==> config.mk <==
export PLATFORM = sky130hd
export DESIGN_NAME = btn_debouncer
export DESIGN_NICKNAME = d
export VERILOG_FILES = /design/src/rtl/btn_pkg.sv /design/src/rtl/btn_debounce_ch.sv /design/src/rtl/btn_debouncer.sv
export SDC_FILE = /design/constraint.sdc
export NUM_CORES = 1
export LEC_CHECK = 0
export ABC_AREA = 0
export BUFFER_PORTS_ARGS = -buffer_cell sky130_fd_sc_hd__buf_2
export CORE_ASPECT_RATIO = 0.9
export CORE_MARGIN = 4
export CORE_UTILIZATION = 40
export DETAILED_ROUTE_END_ITERATION = 10
export MAX_ROUTING_LAYER = met4
export SLEW_MARGIN = 20
export SYNTH_ARGS = -nofsm -noshare
export SYNTH_HDL_FRONTEND = slang
export SYNTH_SLANG_ARGS = --single-unit
==> constraint.sdc <==
create_clock -name i_clock -period 2 [get_ports i_clock]
set_clock_uncertainty 0.15 [all_clocks]
set_input_delay 0.4 -clock i_clock [delete_from_list [all_inputs] [get_ports i_clock]]
set_output_delay 0.4 -clock i_clock [all_outputs]
set_load 0.005 [all_outputs]
==> src/rtl/btn_pkg.sv <==
// Shared definitions for the push-button debouncer: FSM state encoding,
// default debounce length and the counter sizing helper.
package btn_pkg;

    typedef logic [1:0] btn_state_t;

    localparam btn_state_t RELEASED     = 2'd0;
    localparam btn_state_t PRESS_WAIT   = 2'd1;
    localparam btn_state_t PRESSED      = 2'd2;
    localparam btn_state_t RELEASE_WAIT = 2'd3;

    // 10 ms at a 100 MHz system clock.
    localparam int unsigned DEBOUNCE_CYCLES_DEFAULT = 1000000;

    // The counter only has to reach cycles-1, so clog2(cycles) bits suffice.
    function automatic int unsigned cnt_width(input int unsigned cycles);
        return (cycles < 2) ? 1 : $clog2(cycles);
    endfunction

endpackage

==> src/rtl/btn_debounce_ch.sv <==
// One debounced button channel: two-flop synchronizer, four-state
// qualification FSM with a saturating stable-level counter, and a press strobe.
module btn_debounce_ch
    import btn_pkg::*;
#(
    parameter int unsigned DEBOUNCE_CYCLES = DEBOUNCE_CYCLES_DEFAULT
) (
    input  logic i_clock,
    input  logic i_reset,
    input  logic i_btn,
    output logic o_level,
    output logic o_pulse
);

    localparam int unsigned      CNT_W   = cnt_width(DEBOUNCE_CYCLES);
    localparam logic [CNT_W-1:0] CNT_MAX = CNT_W'(DEBOUNCE_CYCLES - 1);

    logic             meta;
    logic             sync;
    btn_state_t       state;
    btn_state_t       state_next;
    logic [CNT_W-1:0] cnt;
    logic [CNT_W-1:0] cnt_next;
    logic             pulse_next;

    // NOTE: i_btn is asynchronous; only sync may be used, never meta or i_btn.
    always_ff @(posedge i_clock or negedge i_reset) begin
        if (!i_reset) begin
            meta <= 1'b0;
            sync <= 1'b0;
        end else begin
            meta <= i_btn;
            sync <= meta;
        end
    end

    // NOTE: all state uses non-blocking assignments so every flop samples pre-edge values.
    always_ff @(posedge i_clock or negedge i_reset) begin
        if (!i_reset) begin
            state   <= RELEASED;
            cnt     <= '0;
            o_pulse <= 1'b0;
        end else begin
            state   <= state_next;
            cnt     <= cnt_next;
            o_pulse <= pulse_next;
        end
    end

    // NOTE: defaults first so no path through the case leaves a latch behind.
    always_comb begin
        state_next = state;
        cnt_next   = cnt;
        case (state)
            RELEASED: begin
                cnt_next = '0;
                if (sync) state_next = PRESS_WAIT;
            end
            PRESS_WAIT: begin
                if (!sync) begin
                    state_next = RELEASED;
                    cnt_next   = '0;
                end else if (cnt == CNT_MAX) begin
                    state_next = PRESSED;
                    cnt_next   = '0;
                end else begin
                    cnt_next = cnt + CNT_W'(1);
                end
            end
            PRESSED: begin
                cnt_next = '0;
                if (!sync) state_next = RELEASE_WAIT;
            end
            RELEASE_WAIT: begin
                if (sync) begin
                    state_next = PRESSED;
                    cnt_next   = '0;
                end else if (cnt == CNT_MAX) begin
                    state_next = RELEASED;
                    cnt_next   = '0;
                end else begin
                    cnt_next = cnt + CNT_W'(1);
                end
            end
            default: begin
                state_next = RELEASED;
                cnt_next   = '0;
            end
        endcase
    end

    // The strobe is registered on the same edge that enters PRESSED.
    always_comb begin
        o_level    = (state == PRESSED) || (state == RELEASE_WAIT);
        pulse_next = (state == PRESS_WAIT) && (state_next == PRESSED);
    end

endmodule

==> src/rtl/btn_debouncer.sv <==
// Bank of NB_BTN independent debounced buttons; any priority between
// simultaneous presses is left to the consumer of o_pulse.
module btn_debouncer
    import btn_pkg::*;
#(
    parameter int unsigned NB_BTN          = 4,
    parameter int unsigned DEBOUNCE_CYCLES = DEBOUNCE_CYCLES_DEFAULT
) (
    input  logic              i_clock,
    input  logic              i_reset,
    input  logic [NB_BTN-1:0] i_btn,
    output logic [NB_BTN-1:0] o_level,
    output logic [NB_BTN-1:0] o_pulse
);

    for (genvar g = 0; g < NB_BTN; g++) begin : g_ch
        btn_debounce_ch #(
            .DEBOUNCE_CYCLES(DEBOUNCE_CYCLES)
        ) u_ch (
            .i_clock(i_clock),
            .i_reset(i_reset),
            .i_btn  (i_btn[g]),
            .o_level(o_level[g]),
            .o_pulse(o_pulse[g])
        );
    end

endmodule

==> results of run 1 <==
-- through the flow --
step           setup slack [ns]  instances
2_1_floorplan            -0.118        480
3_3_place_gp            -0.0144        668
3_5_place_dp            -0.0519        668
4_1_cts               0.0000286        688
5_1_grt                 -0.0638        689
6_report                 0.0141        689
-- flip-flops by register name, indices dropped and copies added (netlist names) --
register,flops
g_ch.u_ch.cnt,80
g_ch.u_ch.sync,4
g_ch.u_ch.meta,4
g_ch.u_ch.state,8
g_ch.u_ch.o_pulse,4
-- path summary, 6_finish.rpt --
check / startpoint / to / slack, ns
max in group asynchronous: i_reset / g_ch[1].u_ch.cnt[9]$_DFF_PN0_ / 0.78
setup reg to reg: g_ch[1].u_ch.cnt[0]$_DFF_PN0_ / g_ch[1].u_ch.cnt[16]$_DFF_PN0_ / 0.01
setup / recovery: g_ch[1].u_ch.cnt[0]$_DFF_PN0_ / g_ch[1].u_ch.cnt[16]$_DFF_PN0_ / 0.01
hold reg to reg: g_ch[0].u_ch.meta$_DFF_PN0_ / g_ch[0].u_ch.sync$_DFF_PN0_ / 0.20
hold / removal: i_btn[2] / g_ch[2].u_ch.meta$_DFF_PN0_ / 0.03
min in group asynchronous: i_reset / g_ch[3].u_ch.state[1]$_DFF_PN0_ / 0.38
-- placed cells by master (no fill, tap or decap), drive strengths merged --
master       Yosys  routed
xnor2           36      36
dfrtp          100     100
bufinv           0       1
nand2           22      22
inv             20      20
o31ai            6       6
clkbuf          13      11
or4b             2       2
or4             12      12
nand3           35      35
and4             3       3
dlygate4sd3      0       4
a21o             4       4
or2              3       3
nand3b           2       2
or3             17      17
mux2             4       4
nor3b            4       4
buf             13      59
a31o             1       1
ha               4       4
and2             5       5
nand4           15      15
o21ai           18      18
nand4b           3       3
and3             4       4
nor4bb           1       1
a21oi           25      25
and4b            1       1
nor4            12      12
clkinvlp         0       4
nor3            13      13
xor2            15      15
nor2            67      67
-- layout make-up --
cell class                      count  area share, %
Multi-Input combinational cell    334           36.7
Clock buffer                       11           4.44
Tap cell                          156           3.43
Timing Repair Buffer               63           9.18
Clock inverter                      5           1.05
Sequential cell                   100           43.9
Inverter                           20           1.32
-- layer usage --
layer  track usage [%]  up-vias  share of wire, %  wire [um]
met1              19.3     1713                48       4360
met2              23.2       28                48       4370
met3              4.13        9               2.8        254
met5                 -        -                 0          0
met4              4.85        0               1.3        116
li1                  -     1759                 -          -
-- power groups by stage --
| stage | sequential [mW] | clock, mW | combinational (mW) |
|---|---|---|---|
| after floorplan | 2.09 | 0 | 0.0441 |
| after global placement | 2.09 | 0 | 0.127 |
| after detailed placement | 2.10 | 0 | 0.129 |
| after CTS | 2.06 | 1.86 | 0.136 |
| after global routing | 2.06 | 1.95 | 0.151 |
| final | 2.06 | 1.80 | 0.130 |
-- kinds of logic (layout without fill, tap and decap cells) --
| kind of cell | after synthesis | after routing | synth area share [%] |
|---|---|---|---|
| compound gates | 54 | 54 | 6.40 |
| xor+xnor | 51 | 51 | 9.44 |
| fa+ha+maj | 4 | 4 | 1.06 |
| buf+inv | 46 | 99 | 4.47 |
| flops | 100 | 100 | 52.9 |
| mux | 4 | 4 | 0.952 |
| simple gates | 221 | 221 | 24.8 |
-- timing repair --
item | in CTS | in global routing
pin swaps | 3 | 3
endpoints found under the hold margin | 32 | 0
setup buffers | 0 | 1
hold buffers | 4 | 0
setup endpoints to repair | 4 | 42
gates resized for setup | 3 | 10
==> results.toml, run 1 <==
[logic_synthesis]
synth_top_area_cell = "dfrtp_1"
synth_most_common_cell = "dfrtp_1"
syn_nets = 490
yosysSeqAreaShare_pct = 52.9
mappedNetlistArea_sq_um = 4730
synth_edf_count = 0
syn_inst = 480
synth_top_flop_cell = "dfrtp_1"
yosys-top-cells-area = "dfrtp_1 (53%), xnor2_1 (6.7%), nor2_1 (5.3%), nand3_1 (3.4%), xor2_1 (2.8%)"
ys_seq_elements = 100
netlist_top_cells_count = "dfrtp_1 (100), nor2_1 (67), xnor2_1 (36)"
async_reset_ff_share_pct = 100
yosysWarnings = 0
synth_top_area_share_pct = 52.9
synthDistinctLibCells = 35
postSynthAreaPerCell_sq_um = 9.85

[routing]
viasPerCell = 5.09
drt_iter0_markers = 227
drtAntennaViolNets = 0
wire_per_inst_um = 13.2
num_vias = 3509
wirelength_mm = 9.10
drt_first_pass_iters = 4
drc_errors = 0

[clocking]
cts_inserted_buffers = 9
clock_path_buffers = 2
clk_pin_slew_worst_paths_ns = 0.07
cts_sinks = 100
cts_root_buf = "clkbuf_16"
cts_tree = "done"
htreeDepth = 3
clock_latency_ns = 0.34

[final_layout]
fin_area_sq_um = 5700
finish.utilization_pct = 49.6
seqCellArea_sq_um = 2500
multi_input_area_sq_um = 2090
fillers = 1077
syn_to_final_growth_pct = 20.5
nNetsFinal = 538
antenna_cells = 0
final_layout_size_suffix_gt1_share_pct = 18.8

[power_and_ir_drop]
combinationalPowerShare_pct = 3.3
switching_share_pct = 21.6
p_int_mw = 3.13
powerDensity_nw_per_um2 = 700
p_switching_mw = 0.861
power_mw = 3.99
power.share.sequential_pct = 51.6
p_clk_share_pct = 45.2
vdd_ir_drop_max_v = 0.000376
leakagePower_nw = 2.27

[flow_run]
max_cap_viol_count = 0

[floorplanning]
core_sq_um = 11500
die_w_um = 123
die_area_sq_um = 13600
start_util_pct = 41.2
row_count = 37
io_pins = 14
die_h_um = 111

[global_route]
grt-ovfl-total = 0
grt_util_all_layers_pct = 15.0
antenna_found_initial = 0
grt_start_max_net_pins = 40
grt_pass1_wl_mm = 16.2
grt_pass1_vias = 3540

[sta]
fmax_ghz = 0.504
worst_pin_slew_ns = 0.431
layout_min_cycle_time_ns = 1.99
fin_tns_setup_ns = 0
setup_viol = 0
hold_violations = 0
holdWs_ns = 0.0260
maxSlewHeadroom_pct = 71.2
slew_violations = 0
rsz0062_at_grt = "true"
min_period_over_period_pct = 99.3

[worst_setup_path]
worstRegToRegCells = 6
cpPeakStageDelay_ns = 0.54
crit_path_start_kind = "flip-flop"
path_buf_inv = 1
crit_family = "simple AND/OR/NAND/NOR gates"
arrival_ns = 2.11
path_class = "flip-flop to flip-flop"
required_ns = 2.13
crit_chain = "ha_4 -> nand3_4 -> or4_4 -> buf_6 -> or3_4 -> a21oi_2"
slowest_stage = "or4_4"
endpoint_kind = "flip-flop"
path_depth = 6
path_max_fanout = 4

[placement]
placed_area_sq_um = 5280
numPortBuffers = 13
place.gp.congestion = 0.851
place_hpwl_mm = 6.33

[outcome]
status = "finished clean"

[min_path]
hold_depth = 1
hp-class = "input port to flip-flop"
Power figures use the tool's default switching activity.
==> run 2: changes to the inputs <==
Settings changed: SYNTH_HIERARCHICAL from default to 1.
Clock period 2 ns to 2.57 ns, I/O delays scaled along.
==> run 2 against run 1 <==
Clock-buffer cell count shrank 2. Register-to-register slack gained 0.29 ns. Global-route usage shrank 0.95 points. Utilization shrank 3.8 points. Non-clock buffer count shrank 43. Design area shrank 7.6%. Largest cell class unchanged.
==> results.toml, run 2 <==
[outcome]
status = "finished clean"

[placement]
placed_area_sq_um = 4950
numPortBuffers = 13
place.gp.congestion = 0.781
place_ws_ns = 0.324
place_hpwl_mm = 5.64

[sta]
maxSlewHeadroom_pct = 56.4
slew_violations = 0
layout_min_cycle_time_ns = 2.27
setup_viol = 0
fin_tns_setup_ns = 0
fmax_ghz = 0.441
min_period_over_period_pct = 88.2
rsz0062_at_grt = "false"
hold_violations = 0
fin_ws_ns = 0.303
worst_pin_slew_ns = 0.654

[routing]
drt_first_pass_iters = 4
drc_errors = 0
drtAntennaViolNets = 0
viasPerCell = 5.19
wirelength_mm = 8.50
wire_per_inst_um = 13.1
drt_iter0_markers = 186
num_vias = 3359

[worst_setup_path]
crit_family = "simple AND/OR/NAND/NOR gates"
path_max_fanout = 7
crit_chain = "ha_1 -> nand3_1 -> or4_1 -> or4_1 -> a21oi_1"
arrival_ns = 2.39
endpoint_kind = "flip-flop"
cpPeakStageDelay_ns = 0.62
crit_top_cell = "or4_1"
path_buf_inv = 0
slowest_stage = "or4_1"
crit_path_start_kind = "flip-flop"
path_class = "flip-flop to flip-flop"
required_ns = 2.69

[logic_synthesis]
synth_edf_count = 0
mappedNetlistArea_sq_um = 4700
synth_top_flop_cell = "dfrtp_1"
synthDistinctLibCells = 27
ys_seq_elements = 100
synth_top_area_cell = "dfrtp_1"
yosysSeqAreaShare_pct = 53.2
async_reset_ff_share_pct = 100
yosys-top-cells-area = "dfrtp_1 (53%), xnor2_1 (6.0%), nor2_1 (5.4%), nand3_1 (3.4%), or4_1 (3.2%)"
netlist_top_cells_count = "dfrtp_1 (100), nor2_1 (68), nand3_1 (32), xnor2_1 (32), a21oi_1 (28)"
synth_most_common_cell = "dfrtp_1"
syn_inst = 476
synth_top_area_share_pct = 53.2
postSynthAreaPerCell_sq_um = 9.87
yosysWarnings = 6
syn_nets = 486

[clocking]
htreeDepth = 3
cts_inserted_buffers = 9
cts_tree = "done"
cts_sinks = 100
ctsResizeCount = 0
clk_pin_slew_worst_paths_ns = 0.07
clock_path_buffers = 2
clock_latency_ns = 0.34
cts_root_buf = "clkbuf_16"
hold_buffers = 0
post_cts_buffers = 0

[global_route]
grt_pass1_wl_mm = 15.3
grt_start_max_net_pins = 53
grt_util_all_layers_pct = 14.1
antenna_found_initial = 0
grt_pass1_vias = 3271
grt-ovfl-total = 0

[power_and_ir_drop]
vdd_ir_drop_max_v = 0.000447
power_mw = 3.10
leakagePower_nw = 2.04
powerDensity_nw_per_um2 = 590

[final_layout]
reg_top3 = "g_ch.u_ch/cnt (80), g_ch.u_ch/state (8)"
nNetsFinal = 497
multi_input_area_sq_um = 2060
antenna_cells = 0
final_common_cell = "dfrtp_1"
fillers = 1112
fin_area_sq_um = 5260
seqCellArea_sq_um = 2500
syn_to_final_growth_pct = 12.0
final_cell_mix = "dfrtp_1 (100), nor2_1 (68), nand3_1 (32), xnor2_1 (32), a21oi_1 (28)"
largest_reg_flops = 80
final_layout_size_suffix_gt1_share_pct = 10.4
regMostFlops = "g_ch.u_ch/cnt"

[floorplanning]
die_area_sq_um = 13500
die_w_um = 122
start_util_pct = 40.9
io_pins = 14
core_sq_um = 11500
die_h_um = 111
row_count = 37

[min_path]
hp-class = "input port to asynchronous set/reset pin"

[flow_run]
max_cap_viol_count = 0
## run 2: cell types whose count changed after synthesis, moves of 4 or more
| cell | before | now |
|---|---|---|
| a21oi_1 | 24 | 28 |
| and3_2 | 0 | 4 |
| buf_4 | 9 | 0 |
| inv_1 | 20 | 16 |
| nand3_2 | 3 | 8 |
| nor4_1 | 12 | 8 |
| o31ai_1 | 6 | 12 |
| or4_1 | 11 | 20 |
| xnor2_1 | 36 | 32 |
## run 2: metal layers
metal / up-vias / part of all wire (%) / global-route usage, %
li1: 1691 / - / -
met3: 9 / 2.8 / 3.52
met1: 1626 / 49 / 18.8
met5: - / 0 / -
met2: 33 / 47 / 21.2
met4: 0 / 1.4 / 4.25
## run 2: cell type report
class                      instances  area share [%]
clock buffer                       9            4.28
clock inverter                     6            1.71
inverter                          16            1.14
multi-input combinational        340            39.1
sequential                       100            47.6
tap                              156            3.71
timing repair buffer              20            2.52
## run 2: cells by family after synthesis
family | Yosys count | share of synthesized area [%]
simple gates | 224 | 25.6
flops | 100 | 53.2
compound gates | 60 | 7.24
xor+xnor | 48 | 8.95
buf+inv | 36 | 2.98
mux | 4 | 0.958
fa+ha+maj | 4 | 1.07
## run 2: per-stage QoR
step,hold slack [ns],instances,utilization (%)
after global placement,0.183,632,43.1
final,0.0360,647,45.8
after global routing,0.0991,647,45.8
after floorplan,0.0684,476,-
after CTS,0.0732,647,45.8
after detailed placement,0.193,632,43.1
## run 2: power breakdown
group          switching, mW  internal, mW  total (mW)  leakage (nW)
Sequential            0.0115          1.59        1.60          1.37
Clock                  0.573         0.848        1.42         0.151
Combinational         0.0586        0.0231      0.0817         0.521
Total                  0.643          2.46        3.10          2.04
## run 2: final timing paths
path                                                    start                             end  slack [ns]  cells after the start
worst max-delay path            g_ch[2].u_ch/cnt[0]$_DFF_PN0_  g_ch[2].u_ch/cnt[18]$_DFF_PN0_        0.30                      5
worst min-delay path                                  i_reset  g_ch[0].u_ch/cnt[17]$_DFF_PN0_        0.04                      1
worst max register to register  g_ch[2].u_ch/cnt[0]$_DFF_PN0_  g_ch[2].u_ch/cnt[18]$_DFF_PN0_        0.30                      5
worst min register to register    g_ch[2].u_ch/meta$_DFF_PN0_     g_ch[2].u_ch/sync$_DFF_PN0_        0.20                      0
max in group asynchronous                             i_reset  g_ch[1].u_ch/cnt[10]$_DFF_PN0_        1.60                      2
min in group i_clock                                 i_btn[2]     g_ch[2].u_ch/meta$_DFF_PN0_        0.12                      1
==> run 3: changes to the inputs <==
Settings changed: BUFFER_PORTS_ARGS -buffer_cell sky130_fd_sc_hd__buf_2 to default, DONT_BUFFER_PORTS from default to 1.
==> run 3 against run 2 <==
Flip-flop and latch count unchanged. Critical endpoint unchanged. Setup slack improved by 0.0054 ns. Clock power decreased by 9%. The run now ends with hold timing left.
==> results.toml, run 3 (synthesis gave the netlist of run 2 again) <==
[outcome]
status = "complete, but fails checks"
violations = "hold timing"

[global_route]
antenna_found_initial = 0
grt_pass1_vias = 3268
grt_start_max_net_pins = 101
grt_pass1_wl_mm = 15.1
grt_util_all_layers_pct = 14.1
grt-ovfl-total = 0

[placement]
numPortBuffers = 0
place.gp.congestion = 0.757
place_ws_ns = 0.311
placed_area_sq_um = 4860
place_hpwl_mm = 5.65

[power_and_ir_drop]
leakagePower_nw = 1.95
p_clk_share_pct = 44.0
power_mw = 2.94
power.share.sequential_pct = 54.5
powerDensity_nw_per_um2 = 571
switching_share_pct = 21.8
combinationalPowerShare_pct = 1.5
p_switching_mw = 0.639
p_int_mw = 2.30
vdd_ir_drop_max_v = 0.000325

[final_layout]
fillers = 1112
final_cell_mix = "dfrtp_1 (100), nor2_1 (68), nand3_1 (32), xnor2_1 (32), a21oi_1 (28)"
fin_area_sq_um = 5140
multi_input_area_sq_um = 2060
syn_to_final_growth_pct = 9.48
final_layout_size_suffix_gt1_share_pct = 7.95
finish.utilization_pct = 44.8
antenna_cells = 0
regMostFlops = "g_ch.u_ch/cnt"
seqCellArea_sq_um = 2500
largest_reg_flops = 80
reg_top3 = "g_ch.u_ch/cnt (80), g_ch.u_ch/state (8)"
final_common_cell = "dfrtp_1"
nNetsFinal = 483

[clocking]
htreeDepth = 3
cts_root_buf = "clkbuf_16"
cts_inserted_buffers = 9
cts_tree = "done"
clock_latency_ns = 0.34
cts_sinks = 100
clock_path_buffers = 2
clk_pin_slew_worst_paths_ns = 0.07

[routing]
drt_first_pass_iters = 4
wirelength_mm = 8.45
drc_errors = 0
wire_per_inst_um = 13.3
drt_iter0_markers = 166
drtAntennaViolNets = 0
viasPerCell = 5.21
num_vias = 3301

[sta]
hold_violations = 100
setup_viol = 0
layout_min_cycle_time_ns = 2.26
min_period_over_period_pct = 88.0
holdWs_ns = -0.286
fmax_ghz = 0.442
rsz0062_at_grt = "false"
fin_tns_setup_ns = 0
worst_pin_slew_ns = 0.594
maxSlewHeadroom_pct = 60.1
slew_violations = 0
fin_ws_ns = 0.308

[worst_setup_path]
startpoint = "g_ch[2].u_ch/cnt[0]$_DFF_PN0_"
required_ns = 2.69
arrival_ns = 2.38
path_class = "flip-flop to flip-flop"
r2r_start = "g_ch[2].u_ch/cnt[0]$_DFF_PN0_"
endpoint_kind = "flip-flop"
path_max_fanout = 7
crit_path_start_kind = "flip-flop"

[floorplanning]
die_h_um = 111
start_util_pct = 40.9
die_w_um = 122
row_count = 37
die_area_sq_um = 13500
io_pins = 14
core_sq_um = 11500

[flow_run]
max_cap_viol_count = 0

[min_path]
hp-class = "input port to asynchronous set/reset pin"
## run 3: through the flow
step,hold WS [ns],std cells
floorplan,0.0684,476
global placement,0.0738,618
detailed placement,0.0743,618
CTS,-0.305,634
global route,-0.320,634
finish,-0.286,634
## run 3: routing by layer
layer	vias to the layer above	wire length (um)	track usage [%]
met3	10	365	4.90
met2	34	3890	20.8
met4	0	100	3.88
met1	1594	4090	18.4
li1	1663	-	-
met5	-	0	-
## run 3: what timing repair did
action,4_1_cts,5_1_grt
gates resized for setup,0,0
endpoints found under the hold margin,100,100
buffers inserted,0,0
## run 3: final cells by class
class,count,share of cell area [%]
sequential,100,48.6
multi-input combinational,340,40.0
clock buffer,10,4.64
tap,156,3.79
inverter,16,1.17
clock inverter,6,0.900
timing repair buffer,6,0.875
## run 3: worst max-delay path: stages (launching register included)
cell	delay [ns]
dfrtp_1	0.38
ha_1	0.26
nand3_1	0.11
or4_1	0.62
or4_1	0.52
a21oi_1	0.16
## run 3: power groups by stage
stage	logic, mW	clock network [mW]	registers [mW]
floorplan	0.0328	0	1.63
global placement	0.0447	0	1.63
detailed placement	0.0457	0	1.63
CTS	0.0458	1.36	1.60
global route	0.0520	1.43	1.60
finish	0.0446	1.29	1.60
## run 3: final timing paths
kind / slack, ns / cells after the start / end
hold / removal: -0.29 / 0 / g_ch[1].u_ch/o_pulse$_DFF_PN0_
hold reg to reg: 0.20 / 0 / g_ch[2].u_ch/sync$_DFF_PN0_
setup reg to reg: 0.31 / 5 / g_ch[2].u_ch/cnt[18]$_DFF_PN0_
max in group asynchronous: 2.44 / 0 / g_ch[2].u_ch/cnt[0]$_DFF_PN0_
min in group i_clock: 0.05 / 0 / g_ch[2].u_ch/meta$_DFF_PN0_
setup / recovery: 0.31 / 5 / g_ch[2].u_ch/cnt[18]$_DFF_PN0_
